[src/rtl/tc_uart_pkg.sv]
// Shared constants for the tc_uart host: command opcodes, response headers,
// TX/RX FSM state encodings and the per-opcode argument-length lookup.
// No logic; imported by tc_uart_host and tc_resp_decoder.
package tc_uart_pkg;

  // Host -> core command opcodes
  localparam logic [7:0] OP_GET_ID   = 8'h01;
  localparam logic [7:0] OP_GET_CFG  = 8'h02;
  localparam logic [7:0] OP_WORD     = 8'h03;
  localparam logic [7:0] OP_XY       = 8'h04;
  localparam logic [7:0] OP_STR      = 8'h05;
  localparam logic [7:0] OP_BYTE_A   = 8'h06;
  localparam logic [7:0] OP_BLOCK    = 8'h07;
  localparam logic [7:0] OP_BYTE_B   = 8'h08;

  // Core -> host response headers
  localparam logic [7:0] RSP_JOY = 8'h01;
  localparam logic [7:0] RSP_CID = 8'h11;
  localparam logic [7:0] RSP_CFG = 8'h22;

  typedef enum logic [2:0] {
    TX_IDLE, TX_OPCODE, TX_ARGS, TX_PAYLOAD, TX_WAITRESP
  } tx_state_t;

  typedef enum logic [1:0] {
    RX_HDR, RX_JOY, RX_CID, RX_CFG
  } rx_state_t;

  // Number of cmd_arg bytes that follow the opcode on the wire.
  function automatic logic [2:0] arg_len(input logic [7:0] op);
    case (op)
      OP_WORD:             arg_len = 3'd4;
      OP_XY:               arg_len = 3'd2;
      OP_BYTE_A, OP_BYTE_B: arg_len = 3'd1;
      OP_BLOCK:            arg_len = 3'd3;
      default:             arg_len = 3'd0;
    endcase
  endfunction

  function automatic logic op_legal(input logic [7:0] op);
    op_legal = (op >= OP_GET_ID) && (op <= OP_BYTE_B);
  endfunction

endpackage

[src/rtl/tc_resp_decoder.sv]
// Decodes core->host response frames (joypad, core ID, config string) from the RX byte stream.
// Latency: outputs/strobes registered one cycle after the completing byte.
// Backpressure: none; consumes one byte per rx_vld.
module tc_resp_decoder
  import tc_uart_pkg::*;
#(
  parameter int unsigned STR_MAX = 128
) (
  input  logic        clk,
  input  logic        resetn,
  input  logic [7:0]  rx_dat,
  input  logic        rx_vld,
  output logic [7:0]  core_id,
  output logic        core_id_valid,
  output logic [7:0]  cfg_byte,
  output logic        cfg_valid,
  output logic        cfg_done,
  output logic [15:0] joy1,
  output logic [15:0] joy2,
  output logic        joy_update,
  output logic        err
);

  localparam int CW = $clog2(STR_MAX + 1);

  rx_state_t   state;
  logic [1:0]  jcnt;
  logic [7:0]  j0, j1, j2;
  logic [CW-1:0] scnt;

  always_ff @(posedge clk or negedge resetn) begin
    if (!resetn) begin
      state <= RX_HDR;
      jcnt <= '0; j0 <= '0; j1 <= '0; j2 <= '0; scnt <= '0;
      core_id <= '0; core_id_valid <= 1'b0;
      cfg_byte <= '0; cfg_valid <= 1'b0; cfg_done <= 1'b0;
      joy1 <= '0; joy2 <= '0; joy_update <= 1'b0;
      err <= 1'b0;
    end else begin
      core_id_valid <= 1'b0;
      cfg_valid     <= 1'b0;
      cfg_done      <= 1'b0;
      joy_update    <= 1'b0;
      err           <= 1'b0;
      if (rx_vld) begin
        case (state)
          RX_HDR: begin
            case (rx_dat)
              RSP_JOY: begin state <= RX_JOY; jcnt <= '0; end
              RSP_CID: state <= RX_CID;
              RSP_CFG: begin state <= RX_CFG; scnt <= '0; end
              default: err <= 1'b1;
            endcase
          end
          RX_JOY: begin
            jcnt <= jcnt + 2'd1;
            if (jcnt == 2'd0)      j0 <= rx_dat;
            else if (jcnt == 2'd1) j1 <= rx_dat;
            else if (jcnt == 2'd2) j2 <= rx_dat;
            else begin
              // Both pads commit together so consumers never see a torn update.
              joy1       <= {j1, j0};
              joy2       <= {rx_dat, j2};
              joy_update <= 1'b1;
              state      <= RX_HDR;
            end
          end
          RX_CID: begin
            core_id       <= rx_dat;
            core_id_valid <= 1'b1;
            state         <= RX_HDR;
          end
          RX_CFG: begin
            if (rx_dat == 8'h00) begin
              cfg_done <= 1'b1;
              state    <= RX_HDR;
            end else begin
              cfg_byte  <= rx_dat;
              cfg_valid <= 1'b1;
              scnt      <= scnt + CW'(1);
              // A runaway string is cut off after STR_MAX bytes.
              if (scnt == CW'(STR_MAX - 1)) begin
                cfg_done <= 1'b1;
                state    <= RX_HDR;
              end
            end
          end
          default: state <= RX_HDR;
        endcase
      end
    end
  end

endmodule

[src/rtl/tc_uart_rx.sv]
// 8N1 UART receiver with fractional baud divider, sampling mid-bit.
// Latency: rx_vld pulses at the middle of the stop bit (plus 2-flop sync).
// Backpressure: none; rx_vld is a one-cycle strobe that must be consumed.
module tc_uart_rx #(
  parameter int unsigned DIV_NUM = 21477,
  parameter int unsigned DIV_DEN = 1000
) (
  input  logic       clk,
  input  logic       resetn,
  input  logic       uart_rx,
  output logic [7:0] rx_dat,
  output logic       rx_vld
);

  logic [1:0]  sync;
  logic        rx_s;
  logic        active;
  logic [3:0]  cnt;
  logic [7:0]  sh;
  logic [31:0] acc;
  logic [31:0] acc_nxt;
  logic        tick;

  assign rx_s    = sync[1];
  assign acc_nxt = acc + DIV_DEN;
  assign tick    = acc_nxt >= DIV_NUM;

  always_ff @(posedge clk or negedge resetn) begin
    if (!resetn) begin
      sync   <= 2'b11;
      active <= 1'b0;
      cnt    <= '0;
      sh     <= '0;
      acc    <= '0;
      rx_dat <= '0;
      rx_vld <= 1'b0;
    end else begin
      sync   <= {sync[0], uart_rx};
      rx_vld <= 1'b0;
      if (!active) begin
        if (!rx_s) begin
          // Preload half a divider period so ticks land mid-bit.
          active <= 1'b1;
          acc    <= DIV_NUM / 2;
          cnt    <= '0;
        end
      end else begin
        acc <= tick ? acc_nxt - DIV_NUM : acc_nxt;
        if (tick) begin
          cnt <= cnt + 4'd1;
          if (cnt == 4'd0) begin
            if (rx_s) active <= 1'b0;  // start-bit glitch
          end else if (cnt == 4'd9) begin
            active <= 1'b0;
            rx_vld <= rx_s;            // drop frames with a bad stop bit
            rx_dat <= sh;
          end else begin
            sh <= {rx_s, sh[7:1]};
          end
        end
      end
    end
  end

endmodule

[src/rtl/tc_uart_tx.sv]
// 8N1 UART transmitter with fractional baud divider (DIV_DEN/DIV_NUM ticks per clk).
// Latency: start bit driven the cycle after tx_vld&&tx_rdy; 10 bit times per byte.
// Backpressure: tx_rdy low for the whole frame including the stop bit.
module tc_uart_tx #(
  parameter int unsigned DIV_NUM = 21477,
  parameter int unsigned DIV_DEN = 1000
) (
  input  logic       clk,
  input  logic       resetn,
  input  logic [7:0] tx_dat,
  input  logic       tx_vld,
  output logic       tx_rdy,
  output logic       uart_tx
);

  logic        active;
  logic [9:0]  sh;
  logic [3:0]  cnt;
  logic [31:0] acc;
  logic [31:0] acc_nxt;
  logic        tick;

  assign acc_nxt = acc + DIV_DEN;
  assign tick    = acc_nxt >= DIV_NUM;
  assign tx_rdy  = !active;
  assign uart_tx = active ? sh[0] : 1'b1;

  always_ff @(posedge clk or negedge resetn) begin
    if (!resetn) begin
      active <= 1'b0;
      sh     <= '1;
      cnt    <= '0;
      acc    <= '0;
    end else if (!active) begin
      if (tx_vld) begin
        active <= 1'b1;
        sh     <= {1'b1, tx_dat, 1'b0};
        cnt    <= 4'd10;
        acc    <= '0;
      end
    end else begin
      acc <= tick ? acc_nxt - DIV_NUM : acc_nxt;
      if (tick) begin
        sh  <= {1'b1, sh[9:1]};
        cnt <= cnt - 4'd1;
        if (cnt == 4'd1) active <= 1'b0;
      end
    end
  end

endmodule

[src/rtl/tc_uart_host.sv]
// Host-side command/response bridge to a core over an 8N1 UART; optional response timeout via TC_UART_HOST_TIMEOUT_EN.
// Latency: opcode starts serialising the cycle after cmd transfer; responses decoded independently of the TX FSM.
// Backpressure: cmd_ready only in IDLE with the transmitter free; pl_ready only in PAYLOAD while the transmitter is free.
// Ports: cmd_op/cmd_arg/cmd_valid/cmd_ready command in; pl_data/pl_valid/pl_ready payload in;
//        core_id*, cfg_*, joy* decoded responses; busy, err status; uart_tx/uart_rx serial pins.
module tc_uart_host
  import tc_uart_pkg::*;
#(
  parameter int unsigned FREQ      = 21_477_000,
  parameter int unsigned BAUD_RATE = 1_000_000,
  parameter int unsigned STR_MAX   = 128
) (
  input  logic        clk,
  input  logic        resetn,
  input  logic [7:0]  cmd_op,
  input  logic [31:0] cmd_arg,
  input  logic        cmd_valid,
  output logic        cmd_ready,
  input  logic [7:0]  pl_data,
  input  logic        pl_valid,
  output logic        pl_ready,
  output logic [7:0]  core_id,
  output logic        core_id_valid,
  output logic [7:0]  cfg_byte,
  output logic        cfg_valid,
  output logic        cfg_done,
  output logic [15:0] joy1,
  output logic [15:0] joy2,
  output logic        joy_update,
  output logic        busy,
  output logic        err,
  output logic        uart_tx,
  input  logic        uart_rx
);

  localparam int unsigned DIV_NUM = FREQ / 1000;
  localparam int unsigned DIV_DEN = BAUD_RATE / 1000;

  tx_state_t   state;
  logic [7:0]  op;
  logic [31:0] arg;
  logic [1:0]  idx;
  logic [23:0] remain;
  logic        armed;
  logic        tx_err;
  logic [2:0]  nargs;
  logic [1:0]  byte_sel;
  logic [7:0]  tx_dat;
  logic        tx_vld, tx_rdy, tx_fire;
  logic [7:0]  rx_dat;
  logic        rx_vld, rx_err;
`ifdef TC_UART_HOST_TIMEOUT_EN
  localparam int unsigned TIMEOUT = FREQ / 10;
  logic [31:0] wait_cnt;
`endif

  assign nargs    = arg_len(op);
  // Arguments go out most-significant byte first.
  assign byte_sel = 2'(nargs - 3'd1 - {1'b0, idx});

  always_comb begin
    tx_vld = 1'b0;
    tx_dat = op;
    case (state)
      TX_OPCODE:  tx_vld = 1'b1;
      TX_ARGS:    begin tx_vld = 1'b1; tx_dat = arg[{byte_sel, 3'b000} +: 8]; end
      TX_PAYLOAD: begin tx_vld = pl_valid; tx_dat = pl_data; end
      default:    tx_vld = 1'b0;
    endcase
  end

  assign tx_fire   = tx_vld && tx_rdy;
  // armed keeps cmd_ready low through reset and rises on the first edge after release.
  assign cmd_ready = armed && (state == TX_IDLE) && tx_rdy;
  assign pl_ready  = (state == TX_PAYLOAD) && tx_rdy;
  assign busy      = (state != TX_IDLE);
  assign err       = tx_err | rx_err;

  always_ff @(posedge clk or negedge resetn) begin
    if (!resetn) begin
      state  <= TX_IDLE;
      op     <= '0;
      arg    <= '0;
      idx    <= '0;
      remain <= '0;
      armed  <= 1'b0;
      tx_err <= 1'b0;
`ifdef TC_UART_HOST_TIMEOUT_EN
      wait_cnt <= '0;
`endif
    end else begin
      armed  <= 1'b1;
      tx_err <= 1'b0;
      case (state)
        TX_IDLE: begin
          if (cmd_valid && cmd_ready) begin
            op  <= cmd_op;
            arg <= cmd_arg;
            idx <= '0;
            if (op_legal(cmd_op)) state <= TX_OPCODE;
            else tx_err <= 1'b1;
          end
        end
        TX_OPCODE: begin
          if (tx_fire) begin
            if (nargs != 3'd0) state <= TX_ARGS;
            else if (op == OP_STR) state <= TX_PAYLOAD;
            else begin
              state <= TX_WAITRESP;  // only GET_ID / GET_CFG remain
`ifdef TC_UART_HOST_TIMEOUT_EN
              wait_cnt <= '0;
`endif
            end
          end
        end
        TX_ARGS: begin
          if (tx_fire) begin
            if ({1'b0, idx} == nargs - 3'd1) begin
              if (op == OP_BLOCK && arg[23:0] != 24'd0) begin
                state  <= TX_PAYLOAD;
                remain <= arg[23:0];
              end else begin
                state <= TX_IDLE;
              end
            end else begin
              idx <= idx + 2'd1;
            end
          end
        end
        TX_PAYLOAD: begin
          if (tx_fire) begin
            if (op == OP_STR) begin
              // The NUL terminator is itself sent before leaving.
              if (pl_data == 8'h00) state <= TX_IDLE;
            end else begin
              remain <= remain - 24'd1;
              if (remain == 24'd1) state <= TX_IDLE;
            end
          end
        end
        TX_WAITRESP: begin
          if ((op == OP_GET_ID && core_id_valid) || (op == OP_GET_CFG && cfg_done)) begin
            state <= TX_IDLE;
          end
`ifdef TC_UART_HOST_TIMEOUT_EN
          else if (wait_cnt == TIMEOUT - 1) begin
            tx_err <= 1'b1;
            state  <= TX_IDLE;
          end else begin
            wait_cnt <= wait_cnt + 32'd1;
          end
`endif
        end
        default: state <= TX_IDLE;
      endcase
    end
  end

  tc_uart_tx #(.DIV_NUM(DIV_NUM), .DIV_DEN(DIV_DEN)) u_tx (
    .clk(clk), .resetn(resetn),
    .tx_dat(tx_dat), .tx_vld(tx_vld), .tx_rdy(tx_rdy), .uart_tx(uart_tx)
  );

  tc_uart_rx #(.DIV_NUM(DIV_NUM), .DIV_DEN(DIV_DEN)) u_rx (
    .clk(clk), .resetn(resetn),
    .uart_rx(uart_rx), .rx_dat(rx_dat), .rx_vld(rx_vld)
  );

  tc_resp_decoder #(.STR_MAX(STR_MAX)) u_dec (
    .clk(clk), .resetn(resetn),
    .rx_dat(rx_dat), .rx_vld(rx_vld),
    .core_id(core_id), .core_id_valid(core_id_valid),
    .cfg_byte(cfg_byte), .cfg_valid(cfg_valid), .cfg_done(cfg_done),
    .joy1(joy1), .joy2(joy2), .joy_update(joy_update),
    .err(rx_err)
  );

endmodule

[config.mk]
export PLATFORM = sky130hd
export DESIGN_NAME = tc_uart_host
export DESIGN_NICKNAME = d
export VERILOG_FILES = /design/src/rtl/tc_uart_pkg.sv /design/src/rtl/tc_resp_decoder.sv /design/src/rtl/tc_uart_rx.sv /design/src/rtl/tc_uart_tx.sv /design/src/rtl/tc_uart_host.sv
export SDC_FILE = /design/constraint.sdc
export NUM_CORES = 1
export LEC_CHECK = 0
export ABC_AREA = 0
export CORE_MARGIN = 2
export CORE_UTILIZATION = 54
export DETAILED_ROUTE_END_ITERATION = 16
export GPL_TIMING_DRIVEN = 0
export PLACE_DENSITY = 0.84
export REMOVE_ABC_BUFFERS = 1
export SLEW_MARGIN = 5
export SYNTH_ARGS = -nofsm -noshare
export SYNTH_HDL_FRONTEND = slang
export SYNTH_SLANG_ARGS = --single-unit
export TNS_END_PERCENT = 20
[constraint.sdc]
create_clock -name clk -period 10.9 [get_ports clk]
set_input_delay 3.27 -clock clk [delete_from_list [all_inputs] [get_ports clk]]
set_output_delay 3.27 -clock clk [all_outputs]
set_load 0.02 [all_outputs]
==> flow_summary.toml, run 1 <==
[hold_path]
hp-class = "reg2reg"
whs_path_depth = 0
hold_start = "u_rx.sync[0]"

[pwr]
peakVddDrop_mv = 0.151
internal-power_uw = 2760
p_switching_uw = 2140
pwr-share-clk_pct = 20.6
p_per_area_nw_per_um2 = 270
power_frac_seq_pct = 36.5
p_sw_share_pct = 43.6
power_leakage_uw = 0.00755
power_frac_comb_pct = 42.9

[placement]
dp_hpwl_mm = 29.8
place_area_sq_um = 17100
io_buffers = 109
place_congestion = 0.983

[global_routing]
grt_use_met2_pct = 47.7
use_met3_pct = 4.42
grt_busiest_layer = "met2"
track_usage_pct = 28.2
grt_max_degree = 108
grt_pass1_vias = 13854
antenna_found_initial = 0
grt_pass1_wl_mm = 71.4
grt_overflow_total = 0
use_met1_pct = 35.9

[setup_path]
r2r-start = "u_tx.acc[3]"
cp_num_cells = 4
reg2reg_depth = 10
worst-path-buf-inv = 1
cp-end-kind = "primary output"
required_ps = 7630
critPathSlowestCell = "nor2b_1"
timing.rr.end = "u_tx.cnt[2]"
arrival_ps = 3800
crit_chain = "nor2b_1, nand2_2, nor2_1, clkdlybuf4s50_1"
cpPeakStageDelay_ps = 1030
rrSetupSlack_ps = 5690
setup.worst_path.end = "pl_ready"
cp_max_fo = 51
worst_setup_path_start_kind = "flop"
path_class = "reg2out"
cp-startpoint = "state[1]"
cpLargestDelayFamily = "simple AND/OR/NAND/NOR gates"

[clocking]
clk_pin_slew_ps = 70
cts.path.max_buffers = 3
cts_root_buffer = "clkbuf_16"
cts_setup_buffers = 0
worstSkewPairLatency_ps = 580
cts_tree = "done"
cts_buffers = 28
clkSinkCount = 262
cts-htree-levels = 1
ctsHoldBuffers = 0
cts_resized = 0

[timing]
min_period_ps = 7070
relSlewSlack_pct = 11.9
maxSlewViolCount = 0
timing.fmax_ghz = 0.141
rsz0062_at_grt = "false"
finalSetupViolations = 0
min_period_over_period_pct = 64.9
fin_setup_tns_ps = 0
finalHoldViolCount = 0
hold_slack_ps = 360
worst_pin_slew_ps = 1320
skew_ps = 55.6

[synth]
synth_area_leaders = "dfrtp_1 40%, mux2_2 8.6%, nand2_1 4.1%"
ys_seq_area_share_pct = 41.3
syn_area_per_cell_sq_um = 9.24
synth_cell_types = 94
ys_async_sr_fraction_pct = 100
synthFlopType = "dfrtp_1"
synth_largest_area_cell = "dfrtp_1"
syn_area_sq_um = 15900
synth_top_area_share_pct = 39.5
syn_inst = 1721
ys_ff_latch = 262
synth_edf_count = 0
ys_warn_count = 0

[routing]
wl_per_cell_microns = 20.1
firstDrtPassIters = 5
drc = 0
antenna_left = 0
vias = 14082
via_per_inst = 6.52
wl_mm = 43.3
drtIter0Drc = 1514

[layout]
final_area_sq_um = 18200
drive_gt1_share_pct = 14.0
layout.nets = 1827
multi_input_area_sq_um = 8740
seqCellArea_sq_um = 6570
area_delta_synth_final_pct = 14.2
fill_cells = 2304
antennaDiodeCount = 0

[floorplan]
rows = 62
initial_core_util_pct = 55.1
die_w_microns = 176
core_area_sq_um = 28900
die_area_sq_um = 30800
ios = 110
die_h_microns = 176

[status]
status = "completed"

[run]
maxCapViolCount = 0
==> worst min path at each step <==
stage,slack [ps],to
2_1_floorplan,350,u_rx.sync[1]
3_3_place_gp,350,u_rx.sync[1]
3_5_place_dp,350,u_rx.sync[1]
4_1_cts,360,u_rx.sync[1]
5_1_grt,360,u_rx.sync[1]
6_report,360,u_rx.sync[1]
==> cell usage in the layout (no fill, tap or decap), drive strengths merged, types with 14 or more instances in the layout <==
master / instances
nor2: 116
inv: 38
a31oi: 28
nor3: 57
clkdlybuf4s50: 108
mux2i: 17
clkbuf: 34
nand3: 64
o21ai: 112
o31ai: 16
xnor2: 35
or3: 22
and3: 30
ha: 21
nand4: 28
or4: 16
a211oi: 18
nor4: 41
a21oi: 98
nand2: 175
mux2: 122
a21o: 17
and2: 14
dfrtp: 251
xor2: 26
o211ai: 25
==> state kept, by name, summed over array words and instances, names as in the netlist, 9 cells and up <==
| signal | count |
|---|---|
| arg | 32 |
| remain | 24 |
| u_dec.joy1 | 16 |
| u_dec.joy2 | 16 |
| u_rx.acc | 32 |
| u_tx.acc | 32 |
| u_tx.sh | 9 |
==> through the flow <==
step                      setup slack [ps]  utilization [%]  cells  power, uW
after global placement               -4410             58.8   2098       3710
after global routing                  3480             62.9   2159       5230
final                                 3830             62.9   2159       4900
after CTS                             3890             62.8   2158       4860
after floorplan                       5070                -   1605       3180
after detailed placement              4460             59.4   2106       3830
==> cells by family after synthesis <==
kind of cell / Yosys count / share of synthesized area (%)
other: 1 / 0.0236
DFF: 262 / 41.3
and+or+nand+nor: 634 / 20.5
AOI/OAI and AO/OA: 441 / 18.3
xor gates and xnor gates: 61 / 3.36
muxes: 147 / 10.8
adders and majority gates: 21 / 1.65
buffers and inverters: 154 / 3.95
==> worst register-to-register path: cells and delay by family, from the launching register on <==
family,cells,cell delay (ps)
compound gates,5,2040
fa+ha+maj,1,450
flops,1,530
simple gates,4,2130
==> cells in the mapped netlist, types with 11 or more instances <==
cell,instances
dfrtp_1,251
nand2_1,174
mux2_2,122
nor2_1,115
o21ai_0,110
a21oi_1,98
clkbuf_1,79
nand3_1,62
nor3_1,57
nor4_1,39
inv_1,35
xnor2_1,35
and3_1,30
a31oi_1,28
nand4_1,27
xor2_1,26
buf_2,25
o211ai_1,25
or3_1,22
ha_1,21
a211oi_1,17
a21o_1,17
mux2i_1,17
o31ai_1,16
or4_1,15
and2_1,13
nand2b_1,12
or2_2,12
a22oi_1,11
a311oi_1,11
dfstp_2,11
o21a_1,11
==> power by group through the flow <==
stage | registers [uW] | clock network [uW] | logic (uW)
3_5_place_dp | 1780 | 0 | 2050
5_1_grt | 1840 | 1070 | 2330
6_report | 1790 | 1010 | 2100
2_1_floorplan | 1620 | 0 | 1560
3_3_place_gp | 1770 | 0 | 1930
4_1_cts | 1760 | 1020 | 2070
==> routing by layer <==
layer / vias up / share of wire [%]
li1: 6434 / -
met1: 6871 / 40
met2: 629 / 49
met3: 148 / 7.0
met4: 0 / 4.4
met5: - / 0
==> layout make-up <==
cell class                 count  share of cell area (%)
sequential                   262                    36.2
multi-input combinational   1305                    48.1
timing repair buffer         118                    6.79
clock inverter                19                    1.39
clock buffer                  33                    4.07
tap                          384                    2.65
inverter                      38                   0.786
No activity file was read; power rests on OpenSTA's default activity.
==> run 2, diff against run 1 <==
--- a/config.mk
+++ b/config.mk
@@ -10,7 +10,7 @@
 export CORE_UTILIZATION = 54
 export DETAILED_ROUTE_END_ITERATION = 16
 export GPL_TIMING_DRIVEN = 0
-export PLACE_DENSITY = 0.84
+export PLACE_DENSITY = 0.87
 export REMOVE_ABC_BUFFERS = 1
 export SLEW_MARGIN = 5
 export SYNTH_ARGS = -nofsm -noshare
==> constraint.sdc (replaced) <==
create_clock -name clk -period 6.33 [get_ports clk]
set_input_delay 1.899 -clock clk [delete_from_list [all_inputs] [get_ports clk]]
set_output_delay 1.899 -clock clk [all_outputs]
set_load 0.02 [all_outputs]
==> flow_summary.toml, run 2 (synthesis gave the netlist of run 1 again) <==
[status]
status = "completed"

[pwr]
power_frac_comb_pct = 43.3
power.total_uw = 8310
pwr-share-clk_pct = 19.4
p_sw_share_pct = 43.9
power_leakage_uw = 0.00751
p_per_area_nw_per_um2 = 460
power_frac_seq_pct = 37.4
internal-power_uw = 4660
peakVddDrop_mv = 0.287
p_switching_uw = 3650

[clocking]
ctsHoldBuffers = 0
clk_pin_slew_ps = 50
cts_resized = 0
cts_tree = "done"
cts_root_buffer = "clkbuf_16"
cts_buffers = 28
cts_setup_buffers = 0
cts-htree-levels = 1
cts.path.max_buffers = 3
clkSinkCount = 262
worstSkewPairLatency_ps = 580

[timing]
relSlewSlack_pct = 16.4
finalSetupViolations = 0
skew_ps = 41.2
maxSlewViolCount = 0
finalHoldViolCount = 0
min_period_over_period_pct = 93.1
timing.fmax_ghz = 0.170
worst_pin_slew_ps = 1250
rsz0062_at_grt = "false"
min_period_ps = 5890
hold_slack_ps = 362
setup_ws_ps = 435

[run]
maxCapViolCount = 0

[floorplan]
rows = 62
initial_core_util_pct = 55.1
die_h_microns = 176
die_w_microns = 176
ios = 110
die_area_sq_um = 30800
core_area_sq_um = 28900

[setup_path]
required_ps = 4430
critPathSlowestCell = "nor2b_1"
worst-path-buf-inv = 1
worst_setup_path_start_kind = "flop"
cp-end-kind = "primary output"
path_class = "reg2out"
crit_chain = "nor2b_1, nand2_2, nor2_1, clkdlybuf4s50_1"
cp_max_fo = 51
arrival_ps = 4000
cpPeakStageDelay_ps = 990
cpLargestDelayFamily = "simple AND/OR/NAND/NOR gates"

[global_routing]
track_usage_pct = 27.3
antenna_found_initial = 0
grt_overflow_total = 0
grt_pass1_vias = 13501
grt_pass1_wl_mm = 69.0
grt_max_degree = 120

[hold_path]
hp-class = "reg2reg"

[layout]
drive_gt1_share_pct = 13.5
layout_commonest_cell = "dfrtp_1"
antennaDiodeCount = 0
seqCellArea_sq_um = 6570
fill_cells = 2263
reg.largest.list = "arg x32, u_rx.acc x32, u_tx.acc x32"
layout.nets = 1827
final_cell_mix = "250 x dfrtp_1, 172 x nand2_1, 122 x mux2_2, 115 x nor2_1, 109 x o21ai_0"
area_delta_synth_final_pct = 13.6
multi_input_area_sq_um = 8740

[placement]
place_congestion = 0.960
io_buffers = 109
dp_hpwl_mm = 29.9
place_ws_ps = 1050

[routing]
antenna_left = 0
via_per_inst = 6.54
firstDrtPassIters = 8
wl_mm = 42.9
wl_per_cell_microns = 19.9
drc = 0
vias = 14117
drtIter0Drc = 1552
[run 2: cell count changes in the layout (fill, tap and decap cells not counted), moves of 2 or more]
cell,before,now
clkbuf_1,3,13
clkinvlp_4,4,1
inv_6,3,0
clkinv_2,4,6
clkinv_4,3,0
bufinv_16,4,2
[run 2: per-layer routing]
| layer | GRT usage [%] | part of all wire [%] | up-vias |
|---|---|---|---|
| met2 | 44.0 | 47 | 620 |
| li1 | - | - | 6447 |
| met4 | 10.0 | 3.5 | 0 |
| met1 | 37.6 | 42 | 6925 |
| met5 | 0 | 0 | - |
| met3 | 4.09 | 7.4 | 125 |
[run 2: final cells by class]
class,count,area share (%)
flip-flops and latches,262,36.4
inverters,38,0.790
repair buffers,118,6.80
multi-input cells,1305,48.4
well taps,384,2.66
clock buffers,42,4.23
clock inverters,10,0.707
[run 2: power by group through the flow]
stage	Combinational, uW	Sequential [uW]	Clock, uW
after CTS	3530	3060	1630
final	3590	3100	1610
after global placement	3300	3070	0
after floorplan	2680	2790	0
after detailed placement	3500	3080	0
after global routing	3960	3180	1700
[run 2: through the flow]
stage	TNS, ps	cell area (sq um)	utilization (%)	cells
after floorplan	0	15400	-	1605
after global placement	-1946890	17000	58.8	2098
after detailed placement	0	17100	59.4	2106
after CTS	0	18000	62.5	2158
after global routing	0	18100	62.6	2159
final	0	18100	62.6	2159
[run 2: worst paths after layout]
kind	cells past startpoint	slack (ps)	from	end
max	4	440	state[1]	pl_ready
min	0	360	u_rx.sync[0]	u_rx.sync[1]
max reg2reg	10	1350	u_tx.acc[3]	u_tx.acc[28]
min reg2reg	0	360	u_rx.sync[0]	u_rx.sync[1]
max in group asynchronous	2	4100	resetn	u_tx.active
min in group asynchronous	1	1210	resetn	remain[8]
